<file path="src/rtl/capture_seq.sv">
// capture_seq: run-control sequencer for the logic/DSO capture datapath.
// Takes host start/stop/zero/ack commands, latches and derives the capture
// configuration words, gates sample_en and issues the DSO zero-calibration pulse.
//
// Optional feature macro: CAPTURE_SEQ_TIMEOUT_EN (adds timeout_cyc input and a
// RUN-state watchdog; without it run_timeout is tied to 0).
//
// Ports:
//   core_clk, core_rst            clock, synchronous active-high reset
//   host_start/stop/zero/ack      one-cycle host commands
//   cfg_depth, cfg_trig_pos       requested depth / pre-trigger count (32b)
//   cfg_cons_mode                 DSO mode select
//   capture_done                  end-of-capture pulse from the datapath
//   dso_setZero_done              calibration-complete pulse
//   timeout_cyc                   watchdog limit, 0 = disabled (macro only)
//   sample_en                     capture enable
//   sample_depth .. after_trig_depth, cons_mode   latched configuration words
//   dso_setZero                   one-cycle calibration pulse
//   busy, run_done                status (busy in ZERO/ARM/RUN, run_done in DONE)
//   run_aborted, run_timeout      sticky end-of-run reasons
module capture_seq #(
    parameter int unsigned MIN_DEPTH = 2,
    parameter int unsigned ARM_CYC   = 4,
    parameter int unsigned TIMEOUT_W = 32
) (
    input  logic        core_clk,
    input  logic        core_rst,
    input  logic        host_start,
    input  logic        host_stop,
    input  logic        host_zero,
    input  logic        host_ack,
    input  logic [31:0] cfg_depth,
    input  logic [31:0] cfg_trig_pos,
    input  logic        cfg_cons_mode,
    input  logic        capture_done,
    input  logic        dso_setZero_done,
`ifdef CAPTURE_SEQ_TIMEOUT_EN
    input  logic [TIMEOUT_W-1:0] timeout_cyc,
`endif
    output logic        sample_en,
    output logic [31:0] sample_depth,
    output logic [31:0] sample_last_cnt,
    output logic [31:0] sample_real_start,
    output logic [31:0] trig_set_pos,
    output logic [31:0] trig_set_pos_minus1,
    output logic [31:0] after_trig_depth,
    output logic        cons_mode,
    output logic        dso_setZero,
    output logic        busy,
    output logic        run_done,
    output logic        run_aborted,
    output logic        run_timeout
);

    localparam int unsigned ARM_W = (ARM_CYC > 1) ? $clog2(ARM_CYC) : 1;

    // Parameter sanity: zero values would make the counters/derivations wrap.
    if (MIN_DEPTH == 0 || ARM_CYC == 0 || TIMEOUT_W == 0) begin : g_bad_param
        $error("capture_seq: MIN_DEPTH, ARM_CYC and TIMEOUT_W must be non-zero");
    end

    typedef enum logic [2:0] {
        S_IDLE,
        S_ZERO,
        S_ARM,
        S_RUN,
        S_DONE
    } state_t;

    state_t           r_state;
    logic [ARM_W-1:0] r_arm_cnt;

    // Derived configuration, only sampled into registers on the latch cycle.
    logic [31:0] w_d;
    logic [31:0] w_d_m1;
    logic [31:0] w_p;
    logic        w_p_zero;
    logic        w_latch;
    logic        w_timeout_hit;

    assign w_d      = (cfg_depth < 32'(MIN_DEPTH)) ? 32'(MIN_DEPTH) : cfg_depth;
    assign w_d_m1   = w_d - 32'd1;
    assign w_p      = (cfg_trig_pos > w_d_m1) ? w_d_m1 : cfg_trig_pos;
    assign w_p_zero = (w_p == 32'd0);

    // A start in DONE together with ack is treated as a plain ack.
    assign w_latch = host_start &&
                     ((r_state == S_IDLE) || ((r_state == S_DONE) && !host_ack));

`ifdef CAPTURE_SEQ_TIMEOUT_EN
    logic [TIMEOUT_W-1:0] r_run_cnt;
    assign w_timeout_hit = (timeout_cyc != '0) && (r_run_cnt == timeout_cyc);
`else
    assign w_timeout_hit = 1'b0;
    assign run_timeout   = 1'b0;
`endif

    // Configuration word registers.
    always_ff @(posedge core_clk) begin
        if (core_rst) begin
            sample_depth        <= '0;
            sample_last_cnt     <= '0;
            sample_real_start   <= '0;
            trig_set_pos        <= '0;
            trig_set_pos_minus1 <= '0;
            after_trig_depth    <= '0;
            cons_mode           <= 1'b0;
        end else if (w_latch) begin
            sample_depth        <= w_d;
            sample_last_cnt     <= w_d_m1;
            sample_real_start   <= w_p_zero ? 32'd0 : (w_d - w_p);
            trig_set_pos        <= w_p;
            trig_set_pos_minus1 <= w_p_zero ? 32'd0 : (w_p - 32'd1);
            after_trig_depth    <= w_d_m1 - w_p;
            cons_mode           <= cfg_cons_mode;
        end
    end

    // Run-control FSM with registered status outputs.
    always_ff @(posedge core_clk) begin
        if (core_rst) begin
            r_state     <= S_IDLE;
            r_arm_cnt   <= '0;
            sample_en   <= 1'b0;
            dso_setZero <= 1'b0;
            busy        <= 1'b0;
            run_done    <= 1'b0;
            run_aborted <= 1'b0;
`ifdef CAPTURE_SEQ_TIMEOUT_EN
            r_run_cnt   <= '0;
            run_timeout <= 1'b0;
`endif
        end else begin
            dso_setZero <= 1'b0;
            case (r_state)
                S_IDLE: begin
                    if (host_start) begin
                        r_state     <= S_ARM;
                        r_arm_cnt   <= '0;
                        busy        <= 1'b1;
                        run_aborted <= 1'b0;
`ifdef CAPTURE_SEQ_TIMEOUT_EN
                        run_timeout <= 1'b0;
`endif
                    end else if (host_zero && cfg_cons_mode) begin
                        r_state     <= S_ZERO;
                        dso_setZero <= 1'b1;
                        busy        <= 1'b1;
                    end
                end
                S_ZERO: begin
                    if (host_stop || dso_setZero_done) begin
                        r_state <= S_IDLE;
                        busy    <= 1'b0;
                    end
                end
                S_ARM: begin
                    if (host_stop) begin
                        r_state     <= S_IDLE;
                        busy        <= 1'b0;
                        run_aborted <= 1'b1;
                    end else if (r_arm_cnt == ARM_W'(ARM_CYC - 1)) begin
                        r_state   <= S_RUN;
                        sample_en <= 1'b1;
`ifdef CAPTURE_SEQ_TIMEOUT_EN
                        r_run_cnt <= '0;
`endif
                    end else begin
                        r_arm_cnt <= r_arm_cnt + ARM_W'(1);
                    end
                end
                S_RUN: begin
                    if (capture_done || host_stop || w_timeout_hit) begin
                        r_state   <= S_DONE;
                        sample_en <= 1'b0;
                        busy      <= 1'b0;
                        run_done  <= 1'b1;
                        // capture_done wins over a same-cycle stop or timeout
                        run_aborted <= !capture_done;
`ifdef CAPTURE_SEQ_TIMEOUT_EN
                        run_timeout <= !capture_done && w_timeout_hit;
`endif
                    end
`ifdef CAPTURE_SEQ_TIMEOUT_EN
                    else begin
                        r_run_cnt <= r_run_cnt + TIMEOUT_W'(1);
                    end
`endif
                end
                S_DONE: begin
                    if (host_ack) begin
                        r_state  <= S_IDLE;
                        run_done <= 1'b0;
                    end else if (host_start) begin
                        r_state     <= S_ARM;
                        r_arm_cnt   <= '0;
                        busy        <= 1'b1;
                        run_done    <= 1'b0;
                        run_aborted <= 1'b0;
`ifdef CAPTURE_SEQ_TIMEOUT_EN
                        run_timeout <= 1'b0;
`endif
                    end
                end
                default: begin
                    r_state   <= S_IDLE;
                    sample_en <= 1'b0;
                    busy      <= 1'b0;
                    run_done  <= 1'b0;
                end
            endcase
        end
    end

endmodule

</file>
<file path="config.mk">
export PLATFORM = sky130hd
export DESIGN_NAME = capture_seq
export DESIGN_NICKNAME = d
export VERILOG_FILES = /design/src/rtl/capture_seq.sv
export SDC_FILE = /design/constraint.sdc
export NUM_CORES = 1
export LEC_CHECK = 0
export BUFFER_PORTS_ARGS = -buffer_cell sky130_fd_sc_hd__buf_2
export CAP_MARGIN = 5
export CORE_MARGIN = 5
export CORE_UTILIZATION = 50
export CTS_BUF_LIST = sky130_fd_sc_hd__clkbuf_4 sky130_fd_sc_hd__clkbuf_8
export DETAILED_ROUTE_END_ITERATION = 6
export PLACE_DENSITY = 0.88
export SYNTH_ARGS = -nofsm -noshare
export SYNTH_HDL_FRONTEND = slang
export SYNTH_SLANG_ARGS = --single-unit
</file>
<file path="constraint.sdc">
create_clock -name core_clk -period 10.7 [get_ports core_clk]
set_input_delay 1.605 -clock core_clk [delete_from_list [all_inputs] [get_ports core_clk]]
set_output_delay 1.605 -clock core_clk [all_outputs]
set_load 0.005 [all_outputs]
</file>
## Word-level counts from Yosys, hierarchy flattened

Index checks and enable logic that the tools add are counted.

| storage, ports and cells | value |
|---|---|
| register bits | 203 |
| input bits | 73 |
| output and inout port bits | 199 |
| logic and storage cells | 100 |

| cells by class | value |
|---|---|
| add/sub/neg operators | 5 |
| order comparisons | 2 |
| eq/ne operators | 16 |
| multiplexer cells | 39 |
| bitwise gates (word level) | 3 |
| reduce and logical (&&, ||, !) cells | 21 |

Operator list:

| kind | number |
|---|---|
| two-way mux 32 bit | 4 |
| subtractor 32 x 1 -> 32 bit, second input constant | 2 |
| subtractor 32 bit | 2 |
| > comparator 32 bit | 1 |
| logical NOT 32 bit | 1 |
| less-than comparator 32 x 2 -> 1 bit, second input constant | 1 |
| two-way mux 3 bit | 8 |
| two-way mux 1 bit | 17 |
| inequality test 2 bit, second input constant | 8 |
| case mux 3 bit (5 select lines) | 1 |
| AND reduction 4 bit | 3 |
| OR reduction 3 bit | 3 |
| two-way mux 2 bit | 4 |
| equality test 3 x 2 -> 1 bit, second input constant | 2 |
| inequality test 3 bit, second input constant | 2 |
| case mux 1 bit (3 select lines) | 2 |
| case mux 2 bit (3 select lines) | 1 |
| AND reduction 6 bit | 1 |
| case mux 1 bit (5 select lines) | 1 |
| AND reduction 5 bit | 1 |
| case mux 1 bit (4 select lines) | 1 |
| nonzero test 4 bit | 1 |
| equality test 3 x 1 -> 1 bit, second input constant | 1 |
| equality test 3 bit, second input constant | 1 |
| other kinds (10) | 17 |

## Logic depth before layout (Yosys ltp)

Gate-level depths: netlist of run 1.

| logic depth | value |
|---|---|
| depth after elaboration | 7 |
| mapped depth | 50 |
| mapped depth without buffers | 42 |

## Worst setup path after synthesis of run 1

Ideal clock, no wire load.

| timing | value |
|---|---|
| path kind | in2reg |
| start point | input port cfg_depth[20] |
| end point | register sample_real_start[28] |
| setup time | 0.063 ns |
| arrival | 11.603 ns |
| data required time | 10.637 ns |
| path slack | -0.966 ns |
| stages | 49 |
| path buffers | 9 |
| path through | buf_6 or4_4 nand4bb_4 nor2_1 nand3_1 o21a_1 inv_1 ha_1 nor4b_2 nand4_1 nor2_1 nand2_1 or4_1 xor2_1 ha_1 a21o_1 a21oi_1 o21ai_0 [... 13 more ...] inv_1 fa_1 inv_1 a21oi_1 o21bai_1 a21oi_1 o21bai_1 a21o_1 maj3_2 maj3_2 a21o_1 a211o_2 a31oi_4 a2bb2oi_4 o41ai_4 nand2_1 or4b_1 nand3_1 |

| on the way | value |
|---|---|
| longest elaborated chain between the ends | 7 |
| elaborated cells between the ends (all ways) | 8 |
| classes of those cells | add/sub (2); order compare (2); mux (3); reduce/logical (1) |

Ends and longest elaborated chain:

| what | RTL line | RTL |
|---|---|---|
| start: declaration | 32 | `input logic [31:0] cfg_depth,` |
| less-than comparator 32 x 2 -> 1 bit * | 81 | `assign w_d = (cfg_depth < 32'(MIN_DEPTH)) ? 32'(MIN_DEPTH) : cfg_depth;` |
| two-way mux 32 bit * | 81 |  |
| named net w_d[0] | 74 | `logic [31:0] w_d;` |
| subtractor 32 x 1 -> 32 bit * | 82 | `assign w_d_m1 = w_d - 32'd1;` |
| named net w_d_m1[0] | 75 | `logic [31:0] w_d_m1;` |
| > comparator 32 bit * | 83 | `assign w_p = (cfg_trig_pos > w_d_m1) ? w_d_m1 : cfg_trig_pos;` |
| two-way mux 32 bit * | 83 |  |
| named net w_p[1] | 76 | `logic [31:0] w_p;` |
| subtractor 32 bit or logical NOT 32 bit (tied branches) | 111, 84 |  |
| two-way mux 32 bit * | 111 | `sample_real_start <= w_p_zero ? 32'd0 : (w_d - w_p);` |
| end signal: assignment | 111 |  |
| end: declaration | 43 | `output logic [31:0] sample_real_start,` |

The timed path passes the listed nets; every way through them passes the cells marked *.
A chain may end at the register's enable or synchronous reset.

## Final worst setup path of run 1

| timing | value |
|---|---|
| start point | input port cfg_depth[20] |
| end point | register sample_real_start[28] |

| on the way | value |
|---|---|
| longest elaborated chain between the ends | 7 |
| elaborated cells between the ends (all ways) | 8 |
| classes of those cells | add/sub (2); order compare (2); mux (3); reduce/logical (1) |

Ends and longest elaborated chain:

| what | RTL line |
|---|---|
| less-than comparator 32 x 2 -> 1 bit * | 81 |
| two-way mux 32 bit * | 81 |
| named net w_d[0] | 74 |
| subtractor 32 x 1 -> 32 bit * | 82 |
| named net w_d_m1[0] | 75 |
| > comparator 32 bit | 83 |
| two-way mux 32 bit * | 83 |
| named net w_p[0] | 76 |
| subtractor 32 bit or logical NOT 32 bit (tied branches) | 111, 84 |
| two-way mux 32 bit * | 111 |

Marks and branches as above.

==> key figures, run 1 <==
Logic synthesis
  – Avg Inst Size Synth: approximately 7.5 sq um
  – Ranking of synthesized cells by area: dfxtp_1, a21oi_1, nor2_1
  – Ys Warns: 0
  – Share of flip-flops with an asynchronous set or reset: 0%
  – Dominant synthesized flop cell: dfxtp_1
  – Synthesized Nets: slightly below 2k
  – Distinct cells, synth: 93
  – Sequential share of the synthesized area: 29.7%
  – Area leader, netlist: dfxtp_1
  – Mapped Cells: 1835
  – Number of synthesized flops with an enable pin: 0
  – Synth Cell Area: between 0.01 and 0.015 sq mm
  – Seq cells post-synth: 203
  – Synth top area share: 29.7%

Timing
  – Pins Over Slew Limit: 0
  – Tcrit/Tclk final: 93.5%
  – Fin crit period: 10.00 ns
  – Setup TNS: 0 ns
  – Max Clk Rate: roughly 100 MHz
  – # setup viols final: 0
  – Hold Vio Cnt, Final: 0
  – Final hold slack: 0.447 ns
  – Clock skew: 0.0234 ns
  – Normalized max-slew margin: 30.7%
  – RSZ-0062 raised after global routing: false
  – Slew @ Worst Pin: between 1 and 1.5 ns

Layout
  – Fillers: 2380
  – Layout Cells excl Fill: between 2k and 2.5k
  – Multi-input logic area: 0.00894 sq mm
  – Commonest non-fill, non-tap cells in the layout: buf_2, nor2_1, nand2_1
  – Register area: 0.00406 sq mm
  – Post-layout instance area: 0.0162 sq mm
  – Proportion of layout cells with a drive suffix above 1: 21.4%
  – Leading cell type in the layout, fill and taps excluded: buf_2
  – Final net count: 2190
  – Layout area overhead: 18.3%

Clocking
  – CTS Hold Bufs: 0
  – Inserted Clock Buffers: 35
  – CTS H-tree lvls: 2
  – CTS max path bufs: 3
  – TritonCTS clock tree: built
  – CTS clk-pin slew, worst paths: 0.06 ns
  – Clock Latency Late Sink: 0.54 ns
  – Setup Fix Bufs, Post-CTS: 0
  – Clock Sinks: 203
  – Clock root buffer: clkbuf_8

Placement
  – Placed Instances: 2364
  – Dpl hpwl: 34900 um
  – Placed cell area: 0.0154 sq mm
  – GPL Wtd Cong: 0.996
  – Port bufs: 270

Floorplanning
  – Row count: 60
  – I/O pins: 272
  – Initial Utilization: 50.7%
  – Chip Width: 175 um
  – Core ar.: 0.0270 sq mm
  – Die height: 175 um
  – Die Area: 0.0308 sq mm

Routing
  – TritonRoute pass-1 iters: 7
  – DRC: 1
  – Initial drt markers: 1584
  – ANT nets after route: 0
  – Routed Wire Length: around 47000 um
  – DR vias: 14.7k
  – Vias per std cell: between 6 and 7
  – Wire per inst: 19.2 um

Power
  – Flop pwr share: between 30 and 40%
  – Comb pwr share: between 30% and 40%
  – Switching fraction of total power: 36.5%
  – Net Sw Power: roughly 990 uW
  – Internal power: 1.72 mW
  – Max VDD drop: 0.000109 V
  – Clock Power Share: 30.3%
  – Final Power: about 2.7 mW
  – Leak: 7.03 nW
  – Pwr Density: 167 mW/mm^2

Status
  – Status: finished, violations left
  – Failing checks: design-rule violations

GRT
  – Largest net degree at the start of global routing: 104
  – Initial antenna violation count: 3
  – Vias in the first global route: about 14k
  – Global-route wire length before repair: around 72000 um
  – Grt ovf: 0
  – Gr usage total: 28.7%

Critical path
  – Crit path largest cell delay: around 0.57 ns
  – Critical path arrival: between 10 and 15 ns
  – CP Launch Type: input port
  – Worst Path Max Fanout: 13
  – CP endpoint kind: flip-flop
  – Crit. Startpoint: cfg_depth[20]
  – Critical path type: input port to flip-flop
  – Slowest cell on crit path: or4_4
  – Worst reg2reg path depth: 6
  – WP data required: 11.18 ns
  – Origin of the critical flop-to-flop path: r_state[0]

Hold path
  – HP Start: sample_real_start[15]
  – WHS Path Cells: 2
  – Worst hold path class: flip-flop to flip-flop

Flow run
  – Max cap viols: 0
-- power by group through the flow --
stage | Sequential (mW) | Combinational, mW | Clock, mW
after floorplan | 0.938 | 0.622 | 0
after global placement | 0.936 | 0.925 | 0
after detailed placement | 0.939 | 0.944 | 0
after CTS | 0.924 | 0.951 | 0.832
after global routing | 0.936 | 1.05 | 0.865
final | 0.925 | 0.961 | 0.821
-- cells by family (layout without fill, tap and decap cells) --
| family | after synthesis | in the layout | synth area share, % |
|---|---|---|---|
| muxes | 15 | 15 | 1.17 |
| and+or+nand+nor | 723 | 723 | 24.1 |
| buffers and inverters | 183 | 431 | 5.48 |
| xor gates and xnor gates | 134 | 134 | 8.88 |
| AOI/OAI and AO/OA | 493 | 493 | 23.4 |
| other | 1 | 3 | 0.0274 |
| DFF | 203 | 203 | 29.7 |
| adders and majority gates | 83 | 83 | 7.22 |
-- routing by layer --
metal	up-vias	wire, um	global-route usage (%)
li1	6909	-	-
met3	165	4460	5.51
met5	-	24	0
met1	6774	18600	37.2
met2	823	21200	46.1
met4	4	2410	13.5
-- per-stage QoR --
stage	utilization (%)	setup WS [ns]
5_1_grt	60.0	0.0397
6_report	60.0	0.699
2_1_floorplan	-	0.0273
4_1_cts	60.0	0.678
3_5_place_dp	57.0	0.165
3_3_place_gp	57.0	0.347
-- path summary, 6_finish.rpt --
path,to,slack (ns)
max reg2reg,sample_real_start[31],7.13
min,sample_real_start[15],0.45
min reg2reg,sample_real_start[15],0.45
max,sample_real_start[28],0.70
-- layout make-up --
cell class                      instances  share of cell area (%)
Antenna cell                            2                  0.0309
Clock buffer                           47                    3.92
Clock inverter                         13                    1.08
Inverter                               48                    1.11
Multi-Input combinational cell       1449                    55.2
Sequential cell                       203                    25.1
Tap cell                              341                    2.64
Timing Repair Buffer                  323                    10.8
-- critical path, delay by kind of cell --
| kind | cells | cell delay (ns) |
|---|---|---|
| AND/OR/NAND/NOR | 13 | 3.34 |
| buffers and inverters | 4 | 0.47 |
| adder cells (fa/ha/maj) | 6 | 1.56 |
| AO/OA/AOI/OAI | 18 | 3.16 |
| XOR/XNOR | 1 | 0.32 |
-- state kept, by name (all words and copies together) (netlist names), 2 cells and up --
name	flops
after_trig_depth	32
r_arm_cnt	2
r_state	3
sample_depth	32
sample_last_cnt	32
sample_real_start	32
trig_set_pos	32
trig_set_pos_minus1	32
-- synth_stat cells (5+ instances only) --
cell type,instances
o211ai_1,6
a21o_1,18
a21oi_2,6
maj3_2,5
o31ai_1,12
a31oi_1,17
o21a_1,8
nor4_1,9
a22oi_1,20
dfxtp_1,203
buf_1,14
buf_6,5
maj3_1,21
nor2b_1,8
a211oi_1,60
nor3_1,34
o21ai_0,58
buf_2,11
clkbuf_1,102
a211o_1,7
and3_1,13
nand3_1,67
o22ai_1,8
xnor2_1,77
nand4_1,18
or2_2,12
xor2_1,53
mux2i_1,11
a22o_1,5
a21oi_1,201
or3_1,10
nor2_1,254
o21ai_1,8
nand2_1,244
nand2b_1,13
inv_1,46
ha_1,56
-- timing repair --
item                                   in CTS  in global routing
setup endpoints to repair                   0                  3
endpoints found under the hold margin       0                  0
gates resized for setup                     0                  2
No activity file was read; power rests on OpenSTA's default activity.
==> run 2, diff against run 1 <==
CORE_ASPECT_RATIO = 0.6   (was unset)
PLACE_DENSITY = 0.86   (was 0.88)
clock period = 11.6 ns   (was 10.7 ns; I/O delays follow)
==> run 2 against run 1 <==
Effect of this change:
- the flow now finishes without violations
- critical endpoint is now sample_real_start[29]
- utilization up 1.9 points
- sequential power is 7.6% lower
- cell count up 3.1%
- sequential share of layout area fell by 0.51 points
- first-iteration DRC count grew 41%
- clock power down 18%
==> key figures, run 2 (synthesized netlist as in run 1, its figures left out) <==
Status
  – Status: completed

Clocking
  – CTS max path bufs: 3
  – Clock root buffer: clkbuf_8
  – TritonCTS clock tree: built
  – CTS clk-pin slew, worst paths: around 0.070 ns
  – CTS Hold Bufs: 0
  – Clock Latency Late Sink: 0.61 ns
  – Inserted Clock Buffers: 30
  – # resized after CTS: 0
  – Setup Fix Bufs, Post-CTS: 0
  – CTS H-tree lvls: 1
  – Clock Sinks: 203

Floorplanning
  – Chip Width: 223 um
  – I/O pins: between 200 and 300
  – Die Area: 0.0309 sq mm
  – Initial Utilization: between 50% and 60%
  – Core ar.: 0.0266 sq mm
  – Row count: between 40 and 50
  – Die height: 138 um

Layout
  – Commonest non-fill, non-tap cells in the layout: buf_2, nor2_1, nand2_1
  – Proportion of layout cells with a drive suffix above 1: between 20% and 30%
  – Final Util: 62.0%
  – Fillers: roughly 2.4k
  – Leading cell type in the layout, fill and taps excluded: buf_2
  – Final net count: between 2k and 2.5k
  – Register area: a little over 0.004 sq mm
  – Multi-input logic area: 0.00889 sq mm
  – Layout area overhead: 20.8%

Power
  – Clock Power Share: 27.0%
  – Pwr Density: 152 mW/mm^2
  – Max VDD drop: 0.0000971 V
  – Switching fraction of total power: 38.5%
  – Leak: 7.26 nW
  – Internal power: approximately 1.5 mW
  – Final Power: between 2 and 3 mW
  – Flop pwr share: 34.1%
  – Comb pwr share: 39.0%
  – Net Sw Power: roughly 970 uW

Routing
  – Wire per inst: 21.7 um
  – DR vias: 15.1k
  – Initial drt markers: 2241
  – Vias per std cell: 6.02
  – Routed Wire Length: 54200 um
  – TritonRoute pass-1 iters: 7
  – DRC: 0
  – ANT nets after route: 0

Critical path
  – CP Launch Type: input port
  – CP endpoint kind: flip-flop
  – WP data required: 12.06 ns
  – Worst Path Max Fanout: 11
  – Crit path largest cell delay: 0.60 ns
  – Critical path arrival: 10.98 ns
  – Critical path type: input port to flip-flop
  – Slowest cell on crit path: or4_4

GRT
  – Grt ovf: 0
  – Met3 Usage GRT: 14.0%
  – Largest net degree at the start of global routing: 115
  – Global-route wire length before repair: 81800 um
  – Grt met1 use: 48.0%
  – Vias in the first global route: 13.7k
  – Gr usage total: around 33%
  – Initial antenna violation count: 9
  – Met2 usage: ~45%
  – Most Crowded Layer GR: met1

Placement
  – Dpl hpwl: 42000 um
  – Port bufs: 270
  – Worst slack, placed: 0.762 ns
  – GPL Wtd Cong: approximately 1.0

Timing
  – Tcrit/Tclk final: between 90% and 100%
  – Slew @ Worst Pin: 1.11 ns
  – Worst Setup Slack, final: 1.08 ns
  – Pins Over Slew Limit: 0
  – Final hold slack: 0.449 ns
  – Max Clk Rate: 95.1 MHz
  – Fin crit period: roughly 11 ns
  – Normalized max-slew margin: 25.1%
  – Clock skew: 0.00959 ns
  – Hold Vio Cnt, Final: 0
  – Setup TNS: 0 ns
  – RSZ-0062 raised after global routing: false
  – # setup viols final: 0

Flow run
  – Max cap viols: 0

Hold path
  – Worst hold path class: flip-flop to flip-flop
[run 2: cell count changes in the layout (fill, tap and decap cells not counted), sizes merged]
cell / previous run / this run
clkbuf: 47 / 45
buf: 323 / 383
bufinv: 4 / 2
inv: 48 / 46
diode: 2 / 4
[run 2: critical path, delay by kind of cell]
| family | cells | cell delay, ns |
|---|---|---|
| simple gates | 13 | 3.16 |
| fa+ha+maj | 4 | 1.29 |
| xor+xnor | 1 | 0.19 |
| buf+inv | 4 | 0.68 |
| compound gates | 19 | 3.91 |
[run 2: per-layer routing]
| metal | vias up | part of all wire, % |
|---|---|---|
| li1 | 7018 | - |
| met5 | - | 0.13 |
| met3 | 109 | 15 |
| met4 | 10 | 2.3 |
| met1 | 6985 | 44 |
| met2 | 931 | 39 |
[run 2: through the flow]
| stage | std cells | area, sq um |
|---|---|---|
| after CTS | 2497 | 16500 |
| after floorplan | 1835 | 13700 |
| final | 2501 | 16500 |
| after global placement | 2443 | 15800 |
| after global routing | 2501 | 16500 |
| after detailed placement | 2443 | 15800 |
[run 2: power by group through the flow]
stage | Combinational [mW] | Sequential (mW) | Clock (mW)
after global placement | 0.934 | 0.865 | 0
after CTS | 0.953 | 0.853 | 0.684
after floorplan | 0.571 | 0.865 | 0
after detailed placement | 0.947 | 0.868 | 0
final | 0.978 | 0.855 | 0.677
after global routing | 1.06 | 0.865 | 0.715
[run 2: path summary, 6_finish.rpt]
check / startpoint / end / cells past startpoint / slack, ns
max reg2reg: r_state[2] / sample_real_start[29] / 7 / 8.25
min reg2reg: after_trig_depth[28] / after_trig_depth[28] / 2 / 0.45
max: cfg_depth[17] / sample_real_start[29] / 41 / 1.08
min: after_trig_depth[28] / after_trig_depth[28] / 2 / 0.45
[run 2: cell type report]
cell class                 instances  area share (%)
inverter                          48            1.09
multi-input combinational       1449            53.8
clock inverter                     9           0.682
antenna                            4          0.0606
timing repair buffer             383            13.4
tap                              360            2.73
clock buffer                      45            3.56
sequential                       203            24.6
